===== src/rtl/fpcvt_seq_if.sv =====
// Handshake bundle for fpcvt_seq: sample input (valid/ready + D) and result output (valid/ready + S/E/F).
// With FPCVT_SEQ_STATUS_EN defined the bundle also carries sat and conv_cnt.
interface fpcvt_seq_if #(
  parameter int DATA_W = 12,
  parameter int EXP_W  = 3,
  parameter int MAN_W  = 4
);
  logic              in_valid;
  logic              in_ready;
  logic [DATA_W-1:0] D;
  logic              out_valid;
  logic              out_ready;
  logic              S;
  logic [EXP_W-1:0]  E;
  logic [MAN_W-1:0]  F;
`ifdef FPCVT_SEQ_STATUS_EN
  logic              sat;
  logic [15:0]       conv_cnt;

  modport master (
    output in_valid, D, out_ready,
    input  in_ready, out_valid, S, E, F, sat, conv_cnt
  );
  modport slave (
    input  in_valid, D, out_ready,
    output in_ready, out_valid, S, E, F, sat, conv_cnt
  );
`else
  modport master (
    output in_valid, D, out_ready,
    input  in_ready, out_valid, S, E, F
  );
  modport slave (
    input  in_valid, D, out_ready,
    output in_ready, out_valid, S, E, F
  );
`endif
endinterface


===== src/rtl/fpcvt_seq.sv =====
// Sequential two's-complement to small-float converter (S, E, F): one normalize shift per cycle.
// Optional status outputs (sat, conv_cnt) are enabled by defining FPCVT_SEQ_STATUS_EN.
module fpcvt_seq #(
  parameter int DATA_W = 12,
  parameter int EXP_W  = 3,
  parameter int MAN_W  = 4
) (
  input logic       clk,
  input logic       rst,
  fpcvt_seq_if.slave bus
);
  localparam int MAG_W  = DATA_W - 1;
  localparam int RB_POS = MAG_W - 1 - MAN_W;

  typedef enum logic [1:0] {IDLE, NORM, ROUND, OUT} state_t;

  state_t             state_reg;
  logic               in_ready_reg;
  logic               out_valid_reg;
  logic               sgn_reg;
  logic               clamp_reg;
  logic               s_reg;
  logic [MAG_W-1:0]   mag_reg;
  logic [EXP_W-1:0]   exp_reg;
  logic [EXP_W-1:0]   e_reg;
  logic [MAN_W-1:0]   f_reg;
`ifdef FPCVT_SEQ_STATUS_EN
  logic               sat_reg;
  logic [15:0]        cnt_reg;
`endif

  logic               clamp_in;
  logic [MAG_W-1:0]   mag_in;
  logic [MAN_W:0]     f_sum;
  logic [EXP_W:0]     exp_sum;
  logic               round_sat;
  logic [EXP_W-1:0]   e_next;
  logic [MAN_W-1:0]   f_next;

  // The most negative sample has no positive twin in MAG_W bits, so it clamps to all ones.
  always_comb begin
    clamp_in = bus.D[DATA_W-1] & ~(|bus.D[MAG_W-1:0]);
    mag_in   = bus.D[DATA_W-1] ? (~bus.D[MAG_W-1:0] + MAG_W'(1)) : bus.D[MAG_W-1:0];
    if (clamp_in) begin
      mag_in = '1;
    end
  end

  always_comb begin
    f_sum     = {1'b0, mag_reg[MAG_W-1 -: MAN_W]} + (MAN_W+1)'(mag_reg[RB_POS]);
    exp_sum   = {1'b0, exp_reg} + (EXP_W+1)'(f_sum[MAN_W]);
    round_sat = exp_sum[EXP_W];
    f_next    = f_sum[MAN_W] ? {1'b1, {(MAN_W-1){1'b0}}} : f_sum[MAN_W-1:0];
    e_next    = exp_sum[EXP_W-1:0];
    if (round_sat) begin
      f_next = '1;
      e_next = '1;
    end
  end

  always_ff @(posedge clk) begin
    if (rst) begin
      state_reg     <= IDLE;
      in_ready_reg  <= 1'b1;
      out_valid_reg <= 1'b0;
      sgn_reg       <= 1'b0;
      clamp_reg     <= 1'b0;
      s_reg         <= 1'b0;
      mag_reg       <= '0;
      exp_reg       <= '0;
      e_reg         <= '0;
      f_reg         <= '0;
`ifdef FPCVT_SEQ_STATUS_EN
      sat_reg       <= 1'b0;
      cnt_reg       <= '0;
`endif
    end else begin
      case (state_reg)
        IDLE: begin
          if (bus.in_valid && in_ready_reg) begin
            sgn_reg      <= bus.D[DATA_W-1];
            mag_reg      <= mag_in;
            clamp_reg    <= clamp_in;
            exp_reg      <= '1;
            in_ready_reg <= 1'b0;
`ifdef FPCVT_SEQ_STATUS_EN
            sat_reg      <= 1'b0;
`endif
            state_reg    <= NORM;
          end
        end
        NORM: begin
          if (mag_reg[MAG_W-1] || (exp_reg == '0)) begin
            state_reg <= ROUND;
          end else begin
            mag_reg <= {mag_reg[MAG_W-2:0], 1'b0};
            exp_reg <= exp_reg - EXP_W'(1);
          end
        end
        ROUND: begin
          s_reg         <= sgn_reg;
          e_reg         <= e_next;
          f_reg         <= f_next;
          out_valid_reg <= 1'b1;
`ifdef FPCVT_SEQ_STATUS_EN
          sat_reg       <= round_sat | clamp_reg;
`endif
          state_reg     <= OUT;
        end
        OUT: begin
          if (bus.out_ready) begin
            out_valid_reg <= 1'b0;
            in_ready_reg  <= 1'b1;
`ifdef FPCVT_SEQ_STATUS_EN
            cnt_reg       <= cnt_reg + 16'd1;
`endif
            state_reg     <= IDLE;
          end
        end
        default: state_reg <= IDLE;
      endcase
    end
  end

  assign bus.in_ready  = in_ready_reg;
  assign bus.out_valid = out_valid_reg;
  assign bus.S         = s_reg;
  assign bus.E         = e_reg;
  assign bus.F         = f_reg;
`ifdef FPCVT_SEQ_STATUS_EN
  assign bus.sat       = sat_reg;
  assign bus.conv_cnt  = cnt_reg;
`endif
endmodule


===== src/flat_wrapper.sv =====
// flat-port wrapper written by rule: the top's interface ports become plain ports
module fpcvt_seq_flat 
#(
  parameter int DATA_W = 12,
  parameter int EXP_W  = 3,
  parameter int MAN_W  = 4
)
  (clk, rst, bus_in_valid, bus_D, bus_out_ready, bus_in_ready, bus_out_valid, bus_S, bus_E, bus_F);
  fpcvt_seq_if #(.DATA_W(DATA_W), .EXP_W(EXP_W), .MAN_W(MAN_W)) bus_i ();
  input logic clk;
  input logic rst;
  input wire logic [$bits(bus_i.in_valid)-1:0] bus_in_valid;
  input wire logic [$bits(bus_i.D)-1:0] bus_D;
  input wire logic [$bits(bus_i.out_ready)-1:0] bus_out_ready;
  output wire logic [$bits(bus_i.in_ready)-1:0] bus_in_ready;
  output wire logic [$bits(bus_i.out_valid)-1:0] bus_out_valid;
  output wire logic [$bits(bus_i.S)-1:0] bus_S;
  output wire logic [$bits(bus_i.E)-1:0] bus_E;
  output wire logic [$bits(bus_i.F)-1:0] bus_F;
  assign bus_i.in_valid = bus_in_valid;
  assign bus_i.D = bus_D;
  assign bus_i.out_ready = bus_out_ready;
  assign bus_in_ready = bus_i.in_ready;
  assign bus_out_valid = bus_i.out_valid;
  assign bus_S = bus_i.S;
  assign bus_E = bus_i.E;
  assign bus_F = bus_i.F;
  fpcvt_seq #(.DATA_W(DATA_W), .EXP_W(EXP_W), .MAN_W(MAN_W)) u_core (.clk(clk), .rst(rst), .bus(bus_i));
endmodule

===== config.mk =====
export PLATFORM = sky130hd
export DESIGN_NAME = fpcvt_seq_flat
export DESIGN_NICKNAME = d
export VERILOG_FILES = /design/src/rtl/fpcvt_seq_if.sv /design/src/rtl/fpcvt_seq.sv /design/src/flat_wrapper.sv
export SDC_FILE = /design/constraint.sdc
export NUM_CORES = 1
export LEC_CHECK = 0
export ABC_CLOCK_PERIOD_IN_PS = 2700
export CAP_MARGIN = 5
export CORE_UTILIZATION = 35
export CTS_CLUSTER_DIAMETER = 150
export CTS_CLUSTER_SIZE = 30
export DETAILED_ROUTE_END_ITERATION = 7
export GPL_TIMING_DRIVEN = 0
export PLACE_DENSITY = 0.6
export SYNTH_ARGS = -nofsm -noshare
export SYNTH_HDL_FRONTEND = slang
export SYNTH_SLANG_ARGS = --single-unit

===== constraint.sdc =====
create_clock -name clk -period 2.7 [get_ports clk]
set_clock_uncertainty 0.2 [all_clocks]
set_input_delay 0.405 -clock clk [delete_from_list [all_inputs] [get_ports clk]]
set_output_delay 0.405 -clock clk [all_outputs]
set_load 0.01 [all_outputs]

==> results of run 1 <==
[stage by stage]
stage / cell area, sq um / power, mW / setup TNS [ns]
floorplan: 1484 / 1.294 / 0
global placement: 1787 / 1.562 / -1.258
detailed placement: 1787 / 1.568 / -1.337
CTS: 1838 / 1.817 / 0
global route: 1852 / 2.000 / 0
finish: 1852 / 1.811 / 0
[cells by family (layout without fill, tap and decap cells)]
kind of cell | after synthesis | in the layout | synth area share
XOR/XNOR | 11 | 11 | 0.06492
flip-flops | 27 | 27 | 0.3643
AND/OR/NAND/NOR | 60 | 60 | 0.1914
AO/OA/AOI/OAI | 46 | 47 | 0.2175
adder cells (fa/ha/maj) | 11 | 11 | 0.09275
multiplexers | 3 | 3 | 0.02024
buffers and inverters | 19 | 47 | 0.04890
[final cells by class]
class,instances,area (sq um),share of cell area
Multi-Input combinational cell,132,890.9,0.4811
Buffer,8,31.28,0.01689
Inverter,11,41.29,0.02230
Timing Repair Buffer,24,240.2,0.1297
Sequential cell,27,540.5,0.2919
Tap cell,50,62.56,0.03378
Clock buffer,4,45.04,0.02432
[worst max-delay path by stage]
stage / from / endpoint / slack [ns]
final: bus_D[2] / u_core.mag_reg[1]$_SDFFE_PP0P_ / 0.14
after global routing: bus_D[2] / u_core.mag_reg[2]$_SDFFE_PP0P_ / 0.05
after CTS: bus_D[2] / u_core.mag_reg[7]$_SDFFE_PP0P_ / 0.13
after detailed placement: bus_D[2] / u_core.mag_reg[7]$_SDFFE_PP0P_ / -0.16
after global placement: bus_D[2] / u_core.mag_reg[7]$_SDFFE_PP0P_ / -0.15
after floorplan: u_core.exp_reg[0]$_SDFFE_PP0P_ / u_core.mag_reg[1]$_SDFFE_PP0P_ / 0.38
[worst max-delay path, stage by stage]
cell and delay (ns):
clkdlybuf4s50_1 0.48, or4_4 0.57, or4_4 0.54, o21ai_2 0.26, o221ai_1 0.16, a21oi_1 0.13
[timing repair]
action,4_1_cts,5_1_grt
gates cloned,0,1
resized for setup,1,1
setup buffers,0,0
pin swaps,0,1
setup endpoints to repair,8,9
[where the power goes]
group	switching (mW)	total [mW]	internal (mW)
Clock	0.122	0.228	0.106
Combinational	0.490	0.901	0.411
Sequential	0.123	0.682	0.559
[layout by cell type (no fill, tap or decap), types with 6 or more instances in the layout]
| cell | synthesis | layout |
|---|---|---|
| nor3_1 | 7 | 7 |
| xnor2_1 | 10 | 10 |
| o21ai_0 | 7 | 7 |
| a21oi_1 | 15 | 15 |
| clkbuf_1 | 6 | 7 |
| o221ai_1 | 8 | 8 |
| inv_1 | 11 | 11 |
| nand3_1 | 6 | 6 |
| ha_1 | 11 | 11 |
| clkdlybuf4s50_1 | 0 | 24 |
| dfxtp_1 | 27 | 27 |
| nor2_1 | 18 | 18 |
| nand2_1 | 17 | 17 |
[layer usage]
layer	track usage	routed length [um]
met1	0.1965	1530
met2	0.2650	1367
met3	0.02055	94
met4	0.06383	44
met5	0	0
==> metrics.txt, run 1 <==
run status complete, no violations; post-route ant nets 0; clk buf depth 2; ys flop type dfxtp_1; crit path time final 2.556 ns; mapped cell area 0.001484 sq mm; top-count cell post-synth dfxtp_1; Worst Setup Path Type in2reg; Initial Util 0.3683; Period Utilization, post-route 0.9467; hpwl dp 2327 um; Top-Level Pins 26; post-synth top area share 0.3642; # diodes 0; total gr overflow 0; dominant cell type by area after synthesis dfxtp_1; Sink Count 27; H-tree Lvls 1; Netlist cell types 33; final hold vios 0; Initial DRC Count 52; chip width 67.12 um; final core occ 0.4596; initial antenna violation count 0; die area 0.004504 sq mm; actual slew at the worst max-slew pin 0.5127 ns; IO Port Bufs 24; dpl cells 251; Rel. slew slack 0.6582; post-synthesis sequential area ratio 0.3642; top post-synthesis cells by area dfxtp_1 36%, ha_1 9.3%, xnor2_1 5.9%; pre-CTS WS -0.1553 ns; via count 1298; VDD IR max 0.3902 mV; fin nets 234; EDFF count, synth 0; drt drc 0; syn avg cell area 8.384 sq um; Worst EP required 2.71 ns; commonest cells in the netlist 27 x dfxtp_1, 18 x nor2_1, 17 x nand2_1, 15 x a21oi_1; num rows 23; min-delay worst type reg2reg; Hold EP u_core.mag_reg[3]$_SDFFE_PP0P_; clock latency on the worst-skew pair 0.27 ns; maximum clock rate 391.2 MHz; Max-Cap Viols 0; max reg flops 11; P per Cell Area 977.8 mW/mm^2; wire per inst 11.87 um; crit end category flop; Register-to-Register Setup Slack 0.35 ns; Pins Over Slew Limit 0; r2r startpoint u_core.exp_reg[0]$_SDFFE_PP0P_; RD Place Congestion 0.6974; share of post-route cells with drive strength above 1 0.05340; largest net degree at the start of global routing 15; RSZ-0062 raised after global routing no; first-pass GRT wire length 5382 um; CTS tree done; Clk pin slew, worst setup/hold paths 0.09 ns; Layout Cells excl Fill 256; Max FO, Critical Path 5; cells on worst reg2reg path 8; critical path startpoint category input pin; Synth warnings 0; Lkg Pwr 0.6806 nW; Die H 67.12 um; WHS 0.2617 ns; drt via density 5.070; worst r2r dst u_core.mag_reg[7]$_SDFFE_PP0P_; Mapped Cells 177; PnR worst setup slack 0.1438 ns; final WL 3038 um; Initial DRT Pass Iterations 4; vias in the first global route 1245; min-delay src u_core.mag_reg[3]$_SDFFE_PP0P_; Final Setup Violations 0; #FFs+latches synth 27; total CTS buffers 3; Root Buffer clkbuf_8; Hold Crit Depth 2; fill cell count 419; Hold Buf Count CTS 0; Worst EP arrival 2.56 ns; Global Route Usage Sum 0.1562; Layout area overhead 24.79%; Net Count, Synth 204; Async SR Flop Fraction 0; core area 0.004029 sq mm
Power figures use the tool's default switching activity.
==> inputs of run 2 (changes only) <==
--- a/config.mk
+++ b/config.mk
@@ -7,12 +7,13 @@
 export LEC_CHECK = 0
 export ABC_CLOCK_PERIOD_IN_PS = 2700
 export CAP_MARGIN = 5
-export CORE_UTILIZATION = 35
+export CORE_UTILIZATION = 40
 export CTS_CLUSTER_DIAMETER = 150
 export CTS_CLUSTER_SIZE = 30
 export DETAILED_ROUTE_END_ITERATION = 7
 export GPL_TIMING_DRIVEN = 0
-export PLACE_DENSITY = 0.6
+export PLACE_DENSITY = 0.66
+export SETUP_SLACK_MARGIN = 0.5
 export SYNTH_ARGS = -nofsm -noshare
 export SYNTH_HDL_FRONTEND = slang
 export SYNTH_SLANG_ARGS = --single-unit
==> metrics.txt, run 2 (same netlist as run 1, synthesis figures left out) <==
Die H 62.91 um (-6.3%); actual slew at the worst max-slew pin 0.5962 ns (+0.08347 ns); post-route ant nets 0 (unchanged); Worst EP arrival 2.13 ns (-0.43 ns); total gr overflow 0 (unchanged); maximum clock rate 469.8 MHz (+20%); wire per inst 13.23 um (+11%); core area 0.003442 sq mm (-15%); initial antenna violation count 0 (unchanged); Max FO, Critical Path 5 (unchanged); most frequent cells in the layout 25 x dfxtp_1, 18 x nor2_1, 17 x nand2_1; dpl cells 247 (-1.6%); fin nets 238 (+1.7%); Layout Cells excl Fill 256 (unchanged); Worst EP required 2.70 ns (about the same); Hold Buf Count CTS 0 (unchanged); commonest non-fill, non-tap cell in the layout dfxtp_1; design area 0.001918 sq mm (+3.6%); num rows 21 (-8.7%); CP cell instances dlygate4sd2_1 > or4_4 > or4_4 > o21ai_4 > o221ai_2 > a21oi_1; Worst Setup Path Type in2reg; final hold vios 0 (unchanged); Placed Area 0.001788 sq mm (about the same); WHS 0.2582 ns (-0.003539 ns); final WL 3386 um (+11%); critical path startpoint category input pin; largest net degree at the start of global routing 17 (+2); vias in the first global route 1384 (+11%); CTS tree done; drt drc 0 (unchanged); total CTS buffers 3 (unchanged); fill cell count 334 (-20%); drt via density 5.453 (+7.6%); Period Utilization, post-route 0.7883 (-0.1584); P per Cell Area 1041 mW/mm^2 (+6.5%); share of post-route cells with drive strength above 1 0.1429 (+0.08946); hpwl dp 2569 um (+10%); first-pass GRT wire length 6016 um (+12%); max reg flops 11 (unchanged); Root Buffer clkbuf_8; Layout area overhead 29.26%; setup TNS 0 ns (unchanged); clk buf depth 2 (unchanged); crit end category flop; Max-Cap Viols 0 (unchanged); CP dominant cell by count or4_4; Top-Level Pins 26 (unchanged); Initial Util 0.4311 (+0.06279); # diodes 0 (unchanged); via count 1396 (+7.6%); Initial DRC Count 46 (-12%); chip width 62.91 um (-6.3%); Initial DRT Pass Iterations 4 (unchanged); Slowest-stage cell, CP or4_4; Clk pin slew, worst setup/hold paths 0.09 ns (about the same); Sink Count 27 (unchanged); overall power 1.997 mW (+10%); min-delay worst type reg2reg; crit path time final 2.128 ns (-0.4278 ns); Slowest Stage Delay on Critical Path 0.48 ns (-0.09 ns); H-tree Lvls 1 (unchanged); Final Setup Violations 0 (unchanged); RD Place Congestion 0.7907 (+13%); Lkg Pwr 0.7145 nW (+5.0%); run status complete, no violations; die area 0.003958 sq mm (-12%); Pins Over Slew Limit 0 (unchanged); Global Route Usage Sum 0.1875 (+0.03131); clock latency on the worst-skew pair 0.27 ns (about the same); Rel. slew slack 0.6026 (-0.05565); VDD IR max 0.4885 mV (+25%); RSZ-0062 raised after global routing no; IO Port Bufs 24 (unchanged)
==> run 2: path summary, 6_finish.rpt <==
check / from / end / slack [ns] / cells past startpoint
max: bus_D[5] / u_core.mag_reg[8]$_SDFFE_PP0P_ / 0.57 / 6
max reg2reg: u_core.exp_reg[0]$_SDFFE_PP0P_ / u_core.mag_reg[8]$_SDFFE_PP0P_ / 0.62 / 8
min reg2reg: u_core.bus.out_valid$_SDFFE_PP0P_ / u_core.bus.out_valid$_SDFFE_PP0P_ / 0.26 / 2
min: u_core.bus.out_valid$_SDFFE_PP0P_ / u_core.bus.out_valid$_SDFFE_PP0P_ / 0.26 / 2
==> run 2: stage by stage <==
| stage | setup WS (ns) | util |
|---|---|---|
| CTS | 0.5196 | 0.5540 |
| global placement | -0.1301 | 0.5194 |
| finish | 0.5716 | 0.5573 |
| detailed placement | -0.2061 | 0.5194 |
| global route | 0.5024 | 0.5573 |
| floorplan | 0.4848 | - |
==> run 2: where the power goes <==
part / internal, mW / switching (mW)
combinational: 0.502 / 0.563
clock: 0.105 / 0.125
sequential: 0.563 / 0.139
total: 1.17 / 0.828
==> run 2: worst max-delay path, delay by kind of cell <==
family | cells | cell delay, ns
AND/OR/NAND/NOR | 2 | 0.90
AO/OA/AOI/OAI | 3 | 0.58
buffers and inverters | 1 | 0.25
==> run 2: per-layer routing <==
layer	GRT usage	wire length [um]	part of all wire
met5	0	0	0
met1	0.2278	1468	0.43
met2	0.3374	1792	0.53
met3	0.03285	96	0.028
met4	0.04360	29	0.0086
==> run 2: repair_timing <==
action | in CTS | in global routing
buffers inserted | 3 | 1
gates cloned | 1 | 0
pin swaps | 8 | 3
endpoints found under the setup margin | 14 | 11
gates resized for setup | 25 | 9
endpoints found under the hold margin | 0 | 0
==> run 2: final cells by class <==
cell class | instances | area, sq um | share of cell area
Clock buffer | 3 | 41.29 | 0.02153
Inverter | 11 | 41.29 | 0.02153
Tap cell | 46 | 57.56 | 0.03001
Buffer | 8 | 35.03 | 0.01826
Timing Repair Buffer | 28 | 249.0 | 0.1298
Sequential cell | 27 | 543.0 | 0.2831
Multi-Input combinational cell | 132 | 943.4 | 0.4918
Clock inverter | 1 | 7.507 | 0.003914
==> inputs of run 3 (changes only) <==
--- a/config.mk
+++ b/config.mk
@@ -5,7 +5,7 @@
 export SDC_FILE = /design/constraint.sdc
 export NUM_CORES = 1
 export LEC_CHECK = 0
-export ABC_CLOCK_PERIOD_IN_PS = 2700
+export ABC_CLOCK_PERIOD_IN_PS = 2000
 export CAP_MARGIN = 5
 export CORE_UTILIZATION = 40
 export CTS_CLUSTER_DIAMETER = 150
==> constraint.sdc (replaced) <==
create_clock -name clk -period 2 [get_ports clk]
set_clock_uncertainty 0.2 [all_clocks]
set_input_delay 0.3 -clock clk [delete_from_list [all_inputs] [get_ports clk]]
set_output_delay 0.3 -clock clk [all_outputs]
set_load 0.01 [all_outputs]
==> metrics.txt, run 3 (same netlist as run 1, synthesis figures left out) <==
Initial DRC Count 64 (+39%); final WL 4116 um (+22%); min-delay src bus_D[2]; hpwl dp 2634 um (+2.5%); VDD IR max 0.7779 mV (+59%); share of post-route cells with drive strength above 1 0.4391 (+0.2963); maximum clock rate 505.1 MHz; crit end category flop; vias in the first global route 1557 (+13%); run status complete, no violations; num rows 21 (unchanged); RSZ-0062 raised after global routing yes; RD Place Congestion 0.7678 (-2.9%); crit path time final 1.980 ns; critical path startpoint category input pin; worst r2r dst u_core.exp_reg[2]$_SDFFE_PP0P_; Layout Cells excl Fill 276 (+7.8%); total CTS buffers 3 (unchanged); P per Cell Area 1404 mW/mm^2 (+35%); Initial Util 0.4311 (unchanged); Die H 62.91 um (unchanged); Sink Count 27 (unchanged); drt via density 5.464 (+0.20%); IO Port Bufs 24 (unchanged); via count 1508 (+8.0%); Slowest Stage Delay on Critical Path 0.53 ns (+0.05 ns); Worst EP required 2.01 ns (-0.69 ns); max reg flops 11 (unchanged); CTS tree done; most frequent cells in the layout 22 x buf_4, 18 x dfxtp_1, 16 x nand2_1; area of the multi-input gates 0.001184 sq mm (+25%); post-route ant nets 0 (unchanged); Hold EP u_core.mag_reg[2]$_SDFFE_PP0P_; final core occ 0.6852 (+0.1280); cells on worst reg2reg path 8 (unchanged); first-pass GRT wire length 6831 um (+14%); Max-Cap Viols 0 (unchanged); commonest non-fill, non-tap cell in the layout buf_4; Lkg Pwr 0.8768 nW (+23%); drt drc 0 (unchanged); Global Route Usage Sum 0.2131 (+0.02561); final hold vios 0 (unchanged); setup TNS 0 ns (unchanged); Hold Buf Count CTS 0 (unchanged); Worst EP arrival 1.99 ns (-0.14 ns); critical path startpoint bus_D[5]; initial antenna violation count 0 (unchanged); die area 0.003958 sq mm (unchanged); core area 0.003442 sq mm (unchanged); Root Buffer clkbuf_8; min-delay worst type in2reg; CP dominant cell by count or4_4; Rel. slew slack 0.6232 (+0.02066); Clk pin slew, worst setup/hold paths 0.09 ns (about the same); H-tree Lvls 1 (unchanged); fill cell count 264 (-21%); Hold Crit Depth 4 (+2); Initial DRT Pass Iterations 4 (unchanged); Final Setup Violations 0 (unchanged); Top-Level Pins 26 (unchanged); dpl cells 247 (unchanged); clk buf depth 2 (unchanged); fin nets 258 (+8.4%); largest net degree at the start of global routing 15 (-2); wire per inst 14.91 um (+13%); Slowest-stage cell, CP or4_4; # diodes 0 (unchanged); Pins Over Slew Limit 0 (unchanged); Register-to-Register Setup Slack 0.07 ns (-0.55 ns); Max FO, Critical Path 5 (unchanged); chip width 62.91 um (unchanged); clock latency on the worst-skew pair 0.27 ns (about the same); Period Utilization, post-route 0.9900; r2r startpoint u_core.exp_reg[1]$_SDFFE_PP0P_; CP cell instances buf_6 > or4_4 > or4_4 > o21ai_4 > o221ai_2 > a21oi_2; Worst Setup Path Type in2reg; total gr overflow 0 (unchanged); Layout area overhead 58.94%; actual slew at the worst max-slew pin 0.5652 ns (-0.03099 ns); Sequential Area 559.3 sq um (+3.0%)
## run 3: per-layer routing
metal | share of wire | track usage | routed length, um | vias up
met3 | 0.022 | 0.02737 | 90 | 8
met5 | 0 | 0 | 0 | -
met1 | 0.42 | 0.2386 | 1726 | 728
met4 | 0.018 | 0.06977 | 75 | 0
li1 | - | - | - | 741
met2 | 0.54 | 0.4059 | 2224 | 31
## run 3: critical path, delay by kind of cell
family	cells	cell delay [ns]
AO/OA/AOI/OAI	3	0.58
buffers and inverters	1	0.09
AND/OR/NAND/NOR	2	1.02
## run 3: worst max-delay path by stage
| stage | depth (start not counted) | to | slack [ns] |
|---|---|---|---|
| after floorplan | 5 | u_core.mag_reg[1]$_SDFFE_PP0P_ | -0.11 |
| after global placement | 6 | u_core.mag_reg[6]$_SDFFE_PP0P_ | -0.74 |
| after detailed placement | 6 | u_core.mag_reg[1]$_SDFFE_PP0P_ | -0.80 |
| after CTS | 6 | u_core.mag_reg[1]$_SDFFE_PP0P_ | 0.02 |
| after global routing | 6 | u_core.mag_reg[9]$_SDFFE_PP0P_ | -0.02 |
| final | 6 | u_core.mag_reg[1]$_SDFFE_PP0P_ | 0.02 |
## run 3: power by group
group / switching, mW / internal [mW]
combinational: 1.00 / 0.987
sequential: 0.225 / 0.785
clock: 0.170 / 0.143
total: 1.40 / 1.91
## run 3: layout make-up
cell class | instances | share of cell area
Tap cell | 46 | 0.02440
Sequential cell | 27 | 0.2371
Timing Repair Buffer | 48 | 0.1724
Inverter | 11 | 0.01963
Multi-Input combinational cell | 132 | 0.5019
Buffer | 8 | 0.02546
Clock buffer | 4 | 0.01910
## run 3: timing repair
item | 4_1_cts | 5_1_grt
setup buffers | 20 | 4
resized for setup | 85 | 25
gates cloned | 1 | 0
pin swaps | 28 | 8
setup endpoints to repair | 34 | 25
hold endpoints to repair | 0 | 0
## run 3: metrics by stage
stage / hold WS [ns] / cell area [sq um] / power, mW / setup WS [ns]
floorplan: 0.2320 / 1603 / 1.985 / -0.1065
global placement: 0.2408 / 1901 / 2.328 / -0.7379
detailed placement: 0.2546 / 1901 / 2.394 / -0.7982
CTS: 0.2411 / 2250 / 3.098 / 0.02184
global route: 0.2789 / 2359 / 3.533 / -0.01596
finish: 0.2336 / 2359 / 3.312 / 0.02000
